File: src/rtl/decode_ctrl_seq_if.sv
// ID -> EX handshake and control-word bundle of the ID/EX decode controller.
// The master side drives ID and EX-acceptance inputs. The slave side is the controller.
interface decode_ctrl_seq_if;
  logic       id_valid;
  logic [6:0] opcode;
  logic [2:0] func3;
  logic [6:0] func7;
  logic       id_ready;
  logic       flush;
  logic       ex_ready;
  logic       ex_valid;
  logic       ex_done;
  logic [6:0] ex_opcode;
  logic       ex_alu_src;
  logic       ex_mem_write;
  logic [2:0] ex_mem_load_type;
  logic [1:0] ex_mem_store_type;
  logic       ex_wb_load;
  logic       ex_wb_reg_file;
  logic       ex_m_op;
  logic [2:0] ex_m_func;
  logic       ex_illegal;
  logic       md_busy;

  modport master (
    output id_valid, opcode, func3, func7, flush, ex_ready,
    input  id_ready, ex_valid, ex_done, ex_opcode, ex_alu_src, ex_mem_write,
           ex_mem_load_type, ex_mem_store_type, ex_wb_load, ex_wb_reg_file,
           ex_m_op, ex_m_func, ex_illegal, md_busy
  );

  modport slave (
    input  id_valid, opcode, func3, func7, flush, ex_ready,
    output id_ready, ex_valid, ex_done, ex_opcode, ex_alu_src, ex_mem_write,
           ex_mem_load_type, ex_mem_store_type, ex_wb_load, ex_wb_reg_file,
           ex_m_op, ex_m_func, ex_illegal, md_busy
  );
endinterface

File: src/rtl/decode_ctrl_seq.sv
// RV32IM ID/EX decode controller: decodes the instruction into a registered control word,
// and stalls the stage for multi-cycle MUL/DIV operations.
module decode_ctrl_seq #(
  parameter bit          ENABLE_M    = 1'b1,
  parameter int unsigned MUL_LATENCY = 32'd2,
  parameter int unsigned DIV_LATENCY = 32'd33
) (
  input logic              clk,
  input logic              rst_n,
  decode_ctrl_seq_if.slave bus
);

  localparam int unsigned MAX_LAT = (MUL_LATENCY > DIV_LATENCY) ? MUL_LATENCY : DIV_LATENCY;
  localparam int unsigned CNT_W   = $clog2(MAX_LAT + 32'd1);

  localparam logic [CNT_W-1:0] MUL_EXTRA = CNT_W'(MUL_LATENCY - 32'd1);
  localparam logic [CNT_W-1:0] DIV_EXTRA = CNT_W'(DIV_LATENCY - 32'd1);
  localparam logic [CNT_W-1:0] CNT_ZERO  = CNT_W'(32'd0);
  localparam logic [CNT_W-1:0] CNT_ONE   = CNT_W'(32'd1);

  localparam logic [6:0] OP_R     = 7'b0110011;
  localparam logic [6:0] OP_I     = 7'b0010011;
  localparam logic [6:0] OP_LOAD  = 7'b0000011;
  localparam logic [6:0] OP_JALR  = 7'b1100111;
  localparam logic [6:0] OP_S     = 7'b0100011;
  localparam logic [6:0] OP_B     = 7'b1100011;
  localparam logic [6:0] OP_JAL   = 7'b1101111;
  localparam logic [6:0] OP_LUI   = 7'b0110111;
  localparam logic [6:0] OP_AUIPC = 7'b0010111;

  localparam logic [6:0] F7_BASE   = 7'b0000000;
  localparam logic [6:0] F7_ALT    = 7'b0100000;
  localparam logic [6:0] F7_MULDIV = 7'b0000001;

  typedef struct packed {
    logic [6:0] opcode;
    logic       alu_src;
    logic       mem_write;
    logic [2:0] load_type;
    logic [1:0] store_type;
    logic       wb_load;
    logic       wb_reg_file;
    logic       m_op;
    logic [2:0] m_func;
    logic       illegal;
  } ctrl_t;

  // The reset word doubles as the bubble word loaded on retire and flush.
  localparam ctrl_t BUBBLE = {7'b0000000, 1'b0, 1'b0, 3'b111, 2'b11,
                              1'b0, 1'b0, 1'b0, 3'b000, 1'b0};

  function automatic ctrl_t decode(input logic [6:0] op, input logic [2:0] f3,
                                   input logic [6:0] f7);
    ctrl_t w;
    logic  legal;
    w        = BUBBLE;
    w.opcode = op;
    legal    = 1'b1;
    case (op)
      OP_R: begin
        w.wb_reg_file = 1'b1;
        case (f7)
          F7_BASE: legal = 1'b1;
          F7_ALT:  legal = (f3 == 3'b000) || (f3 == 3'b101);
          F7_MULDIV: begin
            legal    = ENABLE_M;
            w.m_op   = ENABLE_M;
            w.m_func = ENABLE_M ? f3 : 3'b000;
          end
          default: legal = 1'b0;
        endcase
      end
      OP_I: begin
        w.alu_src     = 1'b1;
        w.wb_reg_file = 1'b1;
      end
      OP_LOAD: begin
        w.alu_src     = 1'b1;
        w.wb_load     = 1'b1;
        w.wb_reg_file = 1'b1;
        case (f3)
          3'b000:  w.load_type = 3'b000;
          3'b001:  w.load_type = 3'b001;
          3'b010:  w.load_type = 3'b010;
          3'b100:  w.load_type = 3'b011;
          3'b101:  w.load_type = 3'b100;
          default: begin
            w.load_type = 3'b111;
            legal       = 1'b0;
          end
        endcase
      end
      OP_JALR: begin
        w.alu_src     = 1'b1;
        w.wb_reg_file = 1'b1;
      end
      OP_S: begin
        w.mem_write = 1'b1;
        case (f3)
          3'b000:  w.store_type = 2'b00;
          3'b001:  w.store_type = 2'b01;
          3'b010:  w.store_type = 2'b10;
          default: begin
            w.store_type = 2'b11;
            legal        = 1'b0;
          end
        endcase
      end
      OP_B:                    legal = 1'b1;
      OP_JAL, OP_LUI, OP_AUIPC: w.wb_reg_file = 1'b1;
      default:                 legal = 1'b0;
    endcase
    // An illegal encoding must never write memory, the register file, or start MUL/DIV.
    if (!legal) begin
      w.mem_write   = 1'b0;
      w.store_type  = 2'b11;
      w.wb_reg_file = 1'b0;
      w.wb_load     = 1'b0;
      w.m_op        = 1'b0;
      w.m_func      = 3'b000;
      w.illegal     = 1'b1;
    end else begin
      w.illegal     = 1'b0;
    end
    return w;
  endfunction

  ctrl_t            word_q, word_d;
  logic             valid_q, valid_d;
  logic [CNT_W-1:0] cnt_q, cnt_d;
  ctrl_t            dec_s;
  logic             done_s, ready_s, capture_s;

  // Decode and handshake qualifiers.
  always_comb begin
    dec_s     = decode(bus.opcode, bus.func3, bus.func7);
    done_s    = valid_q && bus.ex_ready && (cnt_q == CNT_ZERO);
    ready_s   = !valid_q || done_s;
    capture_s = bus.id_valid && ready_s && !bus.flush;
  end

  // Next state: flush beats capture, capture beats retire, otherwise hold and count down.
  always_comb begin
    valid_d = valid_q;
    word_d  = word_q;
    cnt_d   = cnt_q;
    if (bus.flush) begin
      valid_d = 1'b0;
      word_d  = BUBBLE;
      cnt_d   = CNT_ZERO;
    end else if (capture_s) begin
      valid_d = 1'b1;
      word_d  = dec_s;
      if (dec_s.m_op) begin
        cnt_d = dec_s.m_func[2] ? DIV_EXTRA : MUL_EXTRA;
      end else begin
        cnt_d = CNT_ZERO;
      end
    end else if (done_s) begin
      valid_d = 1'b0;
      word_d  = BUBBLE;
      cnt_d   = CNT_ZERO;
    end else if (valid_q && (cnt_q != CNT_ZERO)) begin
      cnt_d = cnt_q - CNT_ONE;
    end else begin
      cnt_d = cnt_q;
    end
  end

  // ID/EX control register.
  always_ff @(posedge clk or negedge rst_n) begin
    if (!rst_n) begin
      valid_q <= 1'b0;
      word_q  <= BUBBLE;
      cnt_q   <= CNT_ZERO;
    end else begin
      valid_q <= valid_d;
      word_q  <= word_d;
      cnt_q   <= cnt_d;
    end
  end

  assign bus.id_ready          = ready_s;
  assign bus.ex_done           = done_s;
  assign bus.ex_valid          = valid_q;
  assign bus.md_busy           = (cnt_q != CNT_ZERO);
  assign bus.ex_opcode         = word_q.opcode;
  assign bus.ex_alu_src        = word_q.alu_src;
  assign bus.ex_mem_write      = word_q.mem_write;
  assign bus.ex_mem_load_type  = word_q.load_type;
  assign bus.ex_mem_store_type = word_q.store_type;
  assign bus.ex_wb_load        = word_q.wb_load;
  assign bus.ex_wb_reg_file    = word_q.wb_reg_file;
  assign bus.ex_m_op           = word_q.m_op;
  assign bus.ex_m_func         = word_q.m_func;
  assign bus.ex_illegal        = word_q.illegal;

endmodule

File: src/flat_wrapper.sv
// flat-port wrapper written by rule: the top's interface ports become plain ports
module decode_ctrl_seq_flat 
#(
  parameter bit          ENABLE_M    = 1'b1,
  parameter int unsigned MUL_LATENCY = 32'd2,
  parameter int unsigned DIV_LATENCY = 32'd33
)
  (clk, rst_n, bus_id_valid, bus_opcode, bus_func3, bus_func7, bus_flush, bus_ex_ready, bus_id_ready, bus_ex_valid, bus_ex_done, bus_ex_opcode, bus_ex_alu_src, bus_ex_mem_write, bus_ex_mem_load_type, bus_ex_mem_store_type, bus_ex_wb_load, bus_ex_wb_reg_file, bus_ex_m_op, bus_ex_m_func, bus_ex_illegal, bus_md_busy);
  decode_ctrl_seq_if bus_i ();
  input logic clk;
  input logic rst_n;
  input wire logic [$bits(bus_i.id_valid)-1:0] bus_id_valid;
  input wire logic [$bits(bus_i.opcode)-1:0] bus_opcode;
  input wire logic [$bits(bus_i.func3)-1:0] bus_func3;
  input wire logic [$bits(bus_i.func7)-1:0] bus_func7;
  input wire logic [$bits(bus_i.flush)-1:0] bus_flush;
  input wire logic [$bits(bus_i.ex_ready)-1:0] bus_ex_ready;
  output wire logic [$bits(bus_i.id_ready)-1:0] bus_id_ready;
  output wire logic [$bits(bus_i.ex_valid)-1:0] bus_ex_valid;
  output wire logic [$bits(bus_i.ex_done)-1:0] bus_ex_done;
  output wire logic [$bits(bus_i.ex_opcode)-1:0] bus_ex_opcode;
  output wire logic [$bits(bus_i.ex_alu_src)-1:0] bus_ex_alu_src;
  output wire logic [$bits(bus_i.ex_mem_write)-1:0] bus_ex_mem_write;
  output wire logic [$bits(bus_i.ex_mem_load_type)-1:0] bus_ex_mem_load_type;
  output wire logic [$bits(bus_i.ex_mem_store_type)-1:0] bus_ex_mem_store_type;
  output wire logic [$bits(bus_i.ex_wb_load)-1:0] bus_ex_wb_load;
  output wire logic [$bits(bus_i.ex_wb_reg_file)-1:0] bus_ex_wb_reg_file;
  output wire logic [$bits(bus_i.ex_m_op)-1:0] bus_ex_m_op;
  output wire logic [$bits(bus_i.ex_m_func)-1:0] bus_ex_m_func;
  output wire logic [$bits(bus_i.ex_illegal)-1:0] bus_ex_illegal;
  output wire logic [$bits(bus_i.md_busy)-1:0] bus_md_busy;
  assign bus_i.id_valid = bus_id_valid;
  assign bus_i.opcode = bus_opcode;
  assign bus_i.func3 = bus_func3;
  assign bus_i.func7 = bus_func7;
  assign bus_i.flush = bus_flush;
  assign bus_i.ex_ready = bus_ex_ready;
  assign bus_id_ready = bus_i.id_ready;
  assign bus_ex_valid = bus_i.ex_valid;
  assign bus_ex_done = bus_i.ex_done;
  assign bus_ex_opcode = bus_i.ex_opcode;
  assign bus_ex_alu_src = bus_i.ex_alu_src;
  assign bus_ex_mem_write = bus_i.ex_mem_write;
  assign bus_ex_mem_load_type = bus_i.ex_mem_load_type;
  assign bus_ex_mem_store_type = bus_i.ex_mem_store_type;
  assign bus_ex_wb_load = bus_i.ex_wb_load;
  assign bus_ex_wb_reg_file = bus_i.ex_wb_reg_file;
  assign bus_ex_m_op = bus_i.ex_m_op;
  assign bus_ex_m_func = bus_i.ex_m_func;
  assign bus_ex_illegal = bus_i.ex_illegal;
  assign bus_md_busy = bus_i.md_busy;
  decode_ctrl_seq #(.ENABLE_M(ENABLE_M), .MUL_LATENCY(MUL_LATENCY), .DIV_LATENCY(DIV_LATENCY)) u_core (.clk(clk), .rst_n(rst_n), .bus(bus_i));
endmodule
File: config.mk
export PLATFORM = sky130hd
export DESIGN_NAME = decode_ctrl_seq_flat
export DESIGN_NICKNAME = d
export VERILOG_FILES = /design/src/rtl/decode_ctrl_seq_if.sv /design/src/rtl/decode_ctrl_seq.sv /design/src/flat_wrapper.sv
export SDC_FILE = /design/constraint.sdc
export NUM_CORES = 1
export LEC_CHECK = 0
export CORE_UTILIZATION = 42
export DETAILED_ROUTE_END_ITERATION = 7
export PLACE_DENSITY_LB_ADDON = 0.12
export SYNTH_ARGS = -nofsm -noshare
export SYNTH_HDL_FRONTEND = slang
export SYNTH_SLANG_ARGS = --single-unit
export TNS_END_PERCENT = 5
File: constraint.sdc
create_clock -name clk -period 1.55 [get_ports clk]
set_input_delay 0.2325 -clock clk [delete_from_list [all_inputs] [get_ports clk]]
set_output_delay 0.2325 -clock clk [all_outputs]
set_load 0.02 [all_outputs]
* Word level (Yosys, flattened, before mapping)
Index checks and enable logic that the tools add are counted.
** Cells by class
- Add/subtract/negate cells :: 1
- Equal/unequal tests :: 15
- Muxes and demuxes :: 29
- Reduce and logical (&&, ||, !) cells :: 21
** Operator list (count)
- 21-bit two-way mux :: 3
- 6-bit two-way mux :: 6
- 7-bit by 6-bit == test with 1-bit output (second input constant) :: 4
- 7-bit == test (second input constant) :: 3
- 3-bit case mux with 5 select lines :: 1
- 7-bit by 5-bit == test with 1-bit output (second input constant) :: 2
- 1-bit two-way mux :: 11
- 4-bit two-way mux :: 2
- 8-bit two-way mux :: 1
- 7-bit by 1-bit == test with 1-bit output (second input constant) :: 1
- 7-bit by 2-bit == test with 1-bit output (second input constant) :: 1
- 7-bit zero test :: 1
- 7-bit OR reduction :: 1
- 3-bit == test (second input constant) :: 2
- 6-bit zero test :: 1
- 2-bit case mux with 3 select lines :: 1
- 6-bit nonzero test :: 1
- 3-bit OR reduction :: 2
- 6-bit OR reduction :: 1
- 6-bit by 1-bit subtractor with 6-bit output (second input constant) :: 1
- 1-bit logical AND :: 5
- 5-bit OR reduction :: 1
- 1-bit case mux with 4 select lines :: 1
- 4-bit nonzero test :: 1
- other kinds (10) :: 12
** Word-level totals
- Register bits after elaboration :: 28
- Input port bits :: 22
- Output and inout port bits :: 25
- Word-level logic and storage cells :: 78

* Logic depth before layout (Yosys ltp)
Gate-level depths: netlist (run 1).
- Word-level depth :: 9
- Depth in mapped cells :: 7
- Mapped depth without buffers :: 6

* Worst setup path after synthesis (run 1)
OpenSTA, ideal clock, no wires.
- Path type :: register to register
- Start point :: register u_core.cnt_q[0]
- End point :: register u_core.word_q, in the netlist u_core.bus.ex_m_func[1]
- Setup time :: 0.121 ns
- Arrival :: 1.592 ns
- Data required time :: 1.429 ns
- Setup slack :: -0.163 ns
- Stages on the path, launching flop included :: 8
- Path buffers :: 1
- Period minus slack after synthesis :: 1.713 ns
- Cells stage by stage :: dfrtp_1 > inv_1 > ha_1 > nor3b_4 > nand4_2 > and2_4 > buf_6 > a22o_1
** Between the ends
- Word-level cells in the longest chain between the ends :: 7
- Elaborated cells between the ends (all ways) :: 8
- Classes of those cells :: mux: 2; reduce/logical: 6
** RTL lines
- from (decl) :: RTL line decode_ctrl_seq.sv:130 : logic [CNT_W-1:0] cnt_q, cnt_d;
- from (signal assigned) :: RTL line decode_ctrl_seq.sv:179 : cnt_q <= cnt_d;
- 6-bit zero test * :: RTL line decode_ctrl_seq.sv:137 : done_s = valid_q && bus.ex_ready && (cnt_q == CNT_ZERO);
- 1-bit logical AND * :: RTL line decode_ctrl_seq.sv:137
- 1-bit logical OR :: RTL line decode_ctrl_seq.sv:138 : ready_s = !valid_q || done_s;
- 1-bit logical AND (2 in series) :: RTL line decode_ctrl_seq.sv:139 : capture_s = bus.id_valid && ready_s && !bus.flush;
- 21-bit two-way mux :: RTL line decode_ctrl_seq.sv:151 : end else if (capture_s) begin
- 21-bit two-way mux :: RTL line decode_ctrl_seq.sv:147 : if (bus.flush) begin
- to (signal assigned) :: RTL line decode_ctrl_seq.sv:178 : word_q <= word_d;
- to (decl) :: RTL line decode_ctrl_seq.sv:128 : ctrl_t word_q, word_d;
Mark *: on every way between the ends. The rest lies on a longest branch, timed or not.
A chain may end at the register's enable or synchronous reset.

* Worst setup path after layout (run 1)
- Start point :: register u_core.cnt_q[1]
- End point :: output bus_id_ready
** Between the ends
- Word-level cells in the longest chain between the ends :: 3
** RTL lines
- 6-bit zero test :: RTL line decode_ctrl_seq.sv:137
- 1-bit logical AND :: RTL line decode_ctrl_seq.sv:137
- 1-bit logical OR :: RTL line decode_ctrl_seq.sv:138
- to (decl) :: RTL line flat_wrapper.sv:18 : output wire logic [$bits(bus_i.id_ready)-1:0] bus_id_ready;
Every way passes these cells.

==> key figures, run 1 <==
Hold path
  • Hold Path Class: in -> async

Cells and area
  • Nets@finish: around 270
  • Layout cells sized above 1: 0.352
  • Inserted Diodes: 0
  • Area grow syn2layout: 61.9%

GRT
  • Global Route met2 Usage: 0.422
  • Initial antenna violation count: 0
  • Largest net degree at the start of global routing: 29
  • Grt met1 use: 0.318
  • First-pass GRT wire length: 7660 µm
  • GRT busiest layer: met2
  • Total grt overflow: 0
  • M3 GR Usage: 0.0326
  • GRT Total Usage: 0.241
  • Vias in the first global route: between 1500 and 2000

Synth
  • Syn Inst Count: between 150 and 200
  • Syn nets: 176
  • Synth area leader: dfrtp_1
  • Most common cell in the synthesized netlist: dfrtp_1
  • Seq cells post-synth: 28
  • Ys Warns: 0
  • Post-synth EDFFs: 0
  • Commonest cells in the netlist: 23 x dfrtp_1, 11 x nor2_1, 10 x a22o_1
  • Ys async rst share: 1.00
  • Synth Area per Inst: about 10 µm²
  • Area contributors post-synth: dfrtp_1 37%, dfstp_2 8.3%, a22o_1 5.6%, o22a_1 2.8%, nor2_1 2.6%
  • Post-Synthesis Cell Area: between 1500 and 2000 µm²
  • Primary FF master, synth: dfrtp_1
  • Share of the synthesized area in the top cell type: 0.365
  • Synth cell types: 55
  • Sequential share of the synthesized area: 0.449

CTS
  • Worst-skew pair later-pin latency: around 0.27 ns
  • CTS Buffer Depth: 2
  • Clock Root Buffer: clkbuf_8
  • Clk pin slew, worst setup/hold paths: roughly 0.09 ns
  • Clock sink total: 28
  • Hold_buf cts: 0
  • CTS tree: built
  • CTS H-Tree Depth: 1
  • Num CTS Buffers: 3

Timing
  • Min setup slack post-route: -0.205 ns
  • Worst Tran Pin Value: 0.355 ns
  • Worst slew margin: 0.763
  • Final Hold Viols: 0
  • Final Setup Violations: 23
  • Skew final: about 0.0054 ns
  • RSZ-0062 raised after global routing: yes
  • Setup TNS: -2.53 ns
  • Fin crit share: 1.13
  • Post-layout min period: 1.76 ns
  • Worst hold margin: ~0.33 ns
  • Final Max Slew Viols: 0
  • Achievable clock frequency: approximately 0.57 GHz

Place
  • Place WS: -0.389 ns
  • Port buffer count: between 40 and 50
  • Placer congestion estimate: 0.877
  • Detailed placer's ending HPWL: 3410 µm

Floorplan
  • Die extent in x: 63.2 µm
  • Starting Density: 0.454
  • Core area: approximately 3500 µm²
  • Die area: between 3000 and 4000 µm²
  • Num ports: 47
  • # rows: 21
  • Die height: ~63 µm

Critical path
  • Crit path max-delay family: flip-flops
  • Cell repeated most along the worst path: buf_6
  • CP Class: reg -> out
  • CP max-delay cell: dfrtp_1
  • Critical Path Max Stage Delay: ~0.38 ns
  • Critical Path AT: between 1.5 and 2 ns
  • CP required: between 1 and 1.5 ns
  • Reg-to-reg slack, setup: -0.15 ns
  • Crit end category: output port
  • Worst-path fanout max: 3
  • CP bufs+invs: 4
  • CP Cell Sequence: inv_1 > ha_2 > nor3b_4 > buf_6 > a31oi_4 > inv_2 > buf_6
  • Critical Path Source Type: flip-flop

Pwr
  • Power per cell area: approximately 730 nW/µm²
  • Peak supply drop: about 0.46 mV
  • Pleak: around 1.1 nW

Routing
  • Final wirelength: about 4500 µm
  • Vias per cell: approximately 5.5
  • WL per Instance: approximately 15 µm
  • DRT iter0 DRCs: 70
  • Via count: approximately 1600
  • Final ANT Viol Nets: 0
  • DRT Pass-1 Iters: 4
  • DRC: 0

Flow run
  • Max Cap Violations: 0

Status
  • Status: finished with violations
  • Violated checks: negative setup slack
flip-flops by register name (all words and copies together) (netlist names), 2 cells and up:
name                          flops
u_core.bus.ex_m_func              3
u_core.bus.ex_mem_load_type       3
u_core.bus.ex_mem_store_type      2
u_core.bus.ex_opcode              7
u_core.cnt_q                      6
layout make-up:
cell class	count	area, µm²
Fill cell	288	918
Multi-Input combinational cell	108	858
Timing Repair Buffer	98	848
Sequential cell	28	707
Tap cell	46	57.6
Clock buffer	4	45.0
Inverter	9	33.8
cell usage in the layout, fill, tap and decap left out, types with 4 or more instances in the layout:
master	count
nor2_1	9
dfstp_2	5
o21ai_0	4
nor2b_1	4
nand2_1	4
inv_1	8
o22a_1	5
nor3_1	4
buf_4	50
o21ai_1	4
nand4b_1	4
buf_6	4
dfrtp_1	23
clkdlybuf4s50_1	37
dlygate4sd2_1	6
a22o_1	10
a21oi_1	4
kinds of logic after synthesis:
| family | after synthesis | share of synthesized area |
|---|---|---|
| AO/OA/AOI/OAI | 53 | 0.257 |
| AND/OR/NAND/NOR | 50 | 0.212 |
| flip-flops | 28 | 0.449 |
| buffers and inverters | 17 | 0.0516 |
| XOR/XNOR | 3 | 0.0167 |
| adder cells (fa/ha/maj) | 2 | 0.0143 |
routing by layer:
layer	share of wire	vias to the layer above
li1	-	779
met1	0.46	790
met2	0.50	41
met3	0.036	2
met4	0.0027	0
met5	0	-
final timing paths:
kind | start | to | cells after the start
max | u_core.cnt_q[1] | bus_id_ready | 7
min | rst_n | u_core.bus.ex_opcode[1] | 2
max reg2reg | u_core.cnt_q[1] | u_core.bus.ex_m_func[0] | 7
min reg2reg | u_core.bus.ex_m_op | u_core.bus.ex_m_op | 1
max in group asynchronous | rst_n | u_core.bus.ex_mem_load_type[2] | 2
min in group clk | u_core.bus.ex_m_op | u_core.bus.ex_m_op | 1
through the flow:
step | total power [mW] | util | instance area (µm²) | instances
detailed placement | 1.41 | 0.692 | 2400 | 284
finish | 1.87 | 0.735 | 2550 | 293
CTS | 1.86 | 0.725 | 2510 | 291
global route | 1.96 | 0.735 | 2550 | 293
floorplan | 1.08 | - | 1580 | 153
global placement | 1.39 | 0.692 | 2400 | 284
timing repair:
action                     CTS  global route
pin swaps                   13             0
setup buffers                3             2
resized for setup           35             5
setup endpoints to repair   35            31
where the power goes:
part / switching [mW] / internal [mW]
clock network: 0.215 / 0.184
registers: 0.0279 / 0.766
logic: 0.319 / 0.359
total: 0.562 / 1.31
Power figures use the tool's default switching activity.
==> inputs of run 2 (changes only) <==
- GPL_TIMING_DRIVEN: not set -> 0
==> run 2 against run 1 <==
Effect of this change:
- the flow finishes with violations (negative hold slack, negative setup slack)
- final area decreased by 13%
- non-clock buffer count decreased by 41
- sequential power about the same
- routed wire length decreased by 16%
- clock-buffer cell count unchanged
- final cell count decreased by 14%
- combinational power decreased by 22%
==> key figures, run 2 (synthesis gave the netlist of run 1 again) <==
Pwr
  • Power Internal: 1.21 mW
  • Share of power burned in registers: 0.460
  • Sw power: approximately 0.52 mW
  • Pleak: roughly 0.9 nW
  • Total Power Consumption: approximately 1.7 mW
  • Peak supply drop: 0.481 mV
  • Combinational share of power: 0.306
  • Power per cell area: ~780 nW/µm²
  • Switching Fraction: 0.303
  • Clk network pwr share: 0.234

Routing
  • Via count: between 1000 and 1500
  • DRC: 0
  • Final wirelength: 3790 µm
  • WL per Instance: roughly 15 µm
  • DRT iter0 DRCs: 61
  • DRT Pass-1 Iters: 4
  • Vias per cell: ~5.7
  • Final ANT Viol Nets: 0

GRT
  • Initial antenna violation count: 0
  • GRT busiest layer: met2
  • M3 GR Usage: 0.0308
  • GRT Total Usage: 0.204
  • First-pass GRT wire length: 6510 µm
  • Total grt overflow: 0
  • Largest net degree at the start of global routing: 29
  • Global Route met2 Usage: 0.329
  • Grt met1 use: 0.282
  • Vias in the first global route: 1410

Floorplan
  • Die area: approximately 4000 µm²
  • Core area: about 3500 µm²
  • Die extent in x: 63.2 µm
  • Starting Density: 0.454
  • Die height: around 63 µm
  • # rows: 21
  • Num ports: 47

Critical path
  • CP max-delay cell: dfrtp_1
  • CP Cell Sequence: inv_1 > ha_2 > nor3b_4 > nand2_1 > clkdlybuf4s15_2
  • Critical Path AT: 1.58 ns
  • CP required: approximately 1.3 ns
  • Critical Path Max Stage Delay: ~0.39 ns
  • Crit end category: output port
  • CP Class: reg -> out
  • Critical Path Source Type: flip-flop
  • Worst-path fanout max: 5

Status
  • Violated checks: negative hold slack, negative setup slack
  • Status: finished with violations

Timing
  • Worst Tran Pin Value: 0.625 ns
  • Min setup slack post-route: -0.265 ns
  • Fin crit share: 1.17
  • Skew final: about 0.0028 ns
  • Final Max Slew Viols: 0
  • Worst hold margin: -0.0364 ns
  • Final Hold Viols: 23
  • Achievable clock frequency: 0.551 GHz
  • Final Setup Violations: 22
  • RSZ-0062 raised after global routing: yes
  • Post-layout min period: between 1.5 and 2 ns
  • Worst slew margin: 0.584

Place
  • Place WS: -0.543 ns
  • Placer congestion estimate: between 0.8 and 0.9
  • Detailed placer's ending HPWL: about 2700 µm
  • Port buffer count: 43

CTS
  • CTS tree: built
  • Clock Root Buffer: clkbuf_8
  • Num CTS Buffers: 3
  • Hold_buf cts: 0
  • Clk pin slew, worst setup/hold paths: about 0.09 ns
  • Worst-skew pair later-pin latency: between 0.2 and 0.3 ns
  • CTS Buffer Depth: 2
  • Clock sink total: 28
  • CTS H-Tree Depth: 1

Cells and area
  • Area grow syn2layout: 41.2%
  • Most frequent cells in the layout: 33 x clkdlybuf4s50_1, 21 x dfrtp_1, 10 x a22o_1
  • Largest register FFs: 7
  • Leading cell type in the layout, fill and taps excluded: clkdlybuf4s50_1
  • Nets@finish: 230
  • Inserted Diodes: 0
  • Layout cells sized above 1: 0.248

Flow run
  • Max Cap Violations: 0

Hold path
  • Hold Path Class: in -> async
==> run 2: worst max-delay path: cells and delay by family, from the launching register on <==
| kind | cells | cell delay, ns |
|---|---|---|
| and+or+nand+nor | 2 | 0.41 |
| buffers and inverters | 2 | 0.33 |
| adders and majority gates | 1 | 0.17 |
| DFF | 1 | 0.39 |
==> run 2: stage by stage <==
stage	setup TNS [ns]	util	cells	hold slack [ns]	cell area [µm²]
after floorplan	-1.08	-	153	-0.0631	1580
after global placement	-12.98	0.596	242	0.463	2070
after detailed placement	-14.70	0.596	242	0.477	2070
after CTS	-4.06	0.637	252	0.310	2210
after global routing	-6.67	0.641	252	0.0148	2220
final	-3.84	0.641	252	-0.0364	2220
==> run 2: power groups by stage <==
stage / Sequential, mW / Clock [mW] / Combinational, mW
CTS: 0.795 / 0.414 / 0.526
global placement: 0.810 / 0 / 0.461
global route: 0.803 / 0.451 / 0.574
detailed placement: 0.812 / 0 / 0.465
finish: 0.796 / 0.404 / 0.530
floorplan: 0.836 / 0 / 0.246
==> run 2: worst paths after layout <==
kind | slack (ns) | from | to | depth (start not counted)
worst min register to register | 0.50 | u_core.bus.ex_m_op | u_core.bus.ex_m_op | 1
min in group clk | 0.31 | bus_id_valid | u_core.bus.ex_valid | 3
max in group asynchronous | 1.14 | rst_n | u_core.cnt_q[5] | 1
worst min-delay path | -0.04 | rst_n | u_core.bus.ex_opcode[1] | 1
worst max register to register | -0.26 | u_core.cnt_q[1] | u_core.bus.ex_opcode[4] | 8
worst max-delay path | -0.27 | u_core.cnt_q[1] | bus_md_busy | 5
==> run 2: final cells by class <==
type / count / area [µm²]
Sequential cell: 28 / 709
Fill cell: 297 / 1240
Clock buffer: 4 / 45.0
Buffer: 8 / 47.5
Multi-Input combinational cell: 108 / 857
Timing Repair Buffer: 49 / 474
Tap cell: 46 / 57.6
Inverter: 9 / 33.8
==> run 2: repair_timing <==
| item | CTS | global route |
|---|---|---|
| pin swaps | 12 | 4 |
| endpoints found under the setup margin | 35 | 31 |
| buffers inserted | 6 | 0 |
| gates resized for setup | 32 | 7 |
==> run 2: layer usage <==
metal  wire (µm)  share of wire  vias to the layer above
met5           0              0                        -
met4          28         0.0074                        0
met3         203          0.054                        4
met2        1730           0.46                       52
met1        1820           0.48                      678
li1            -              -                      693
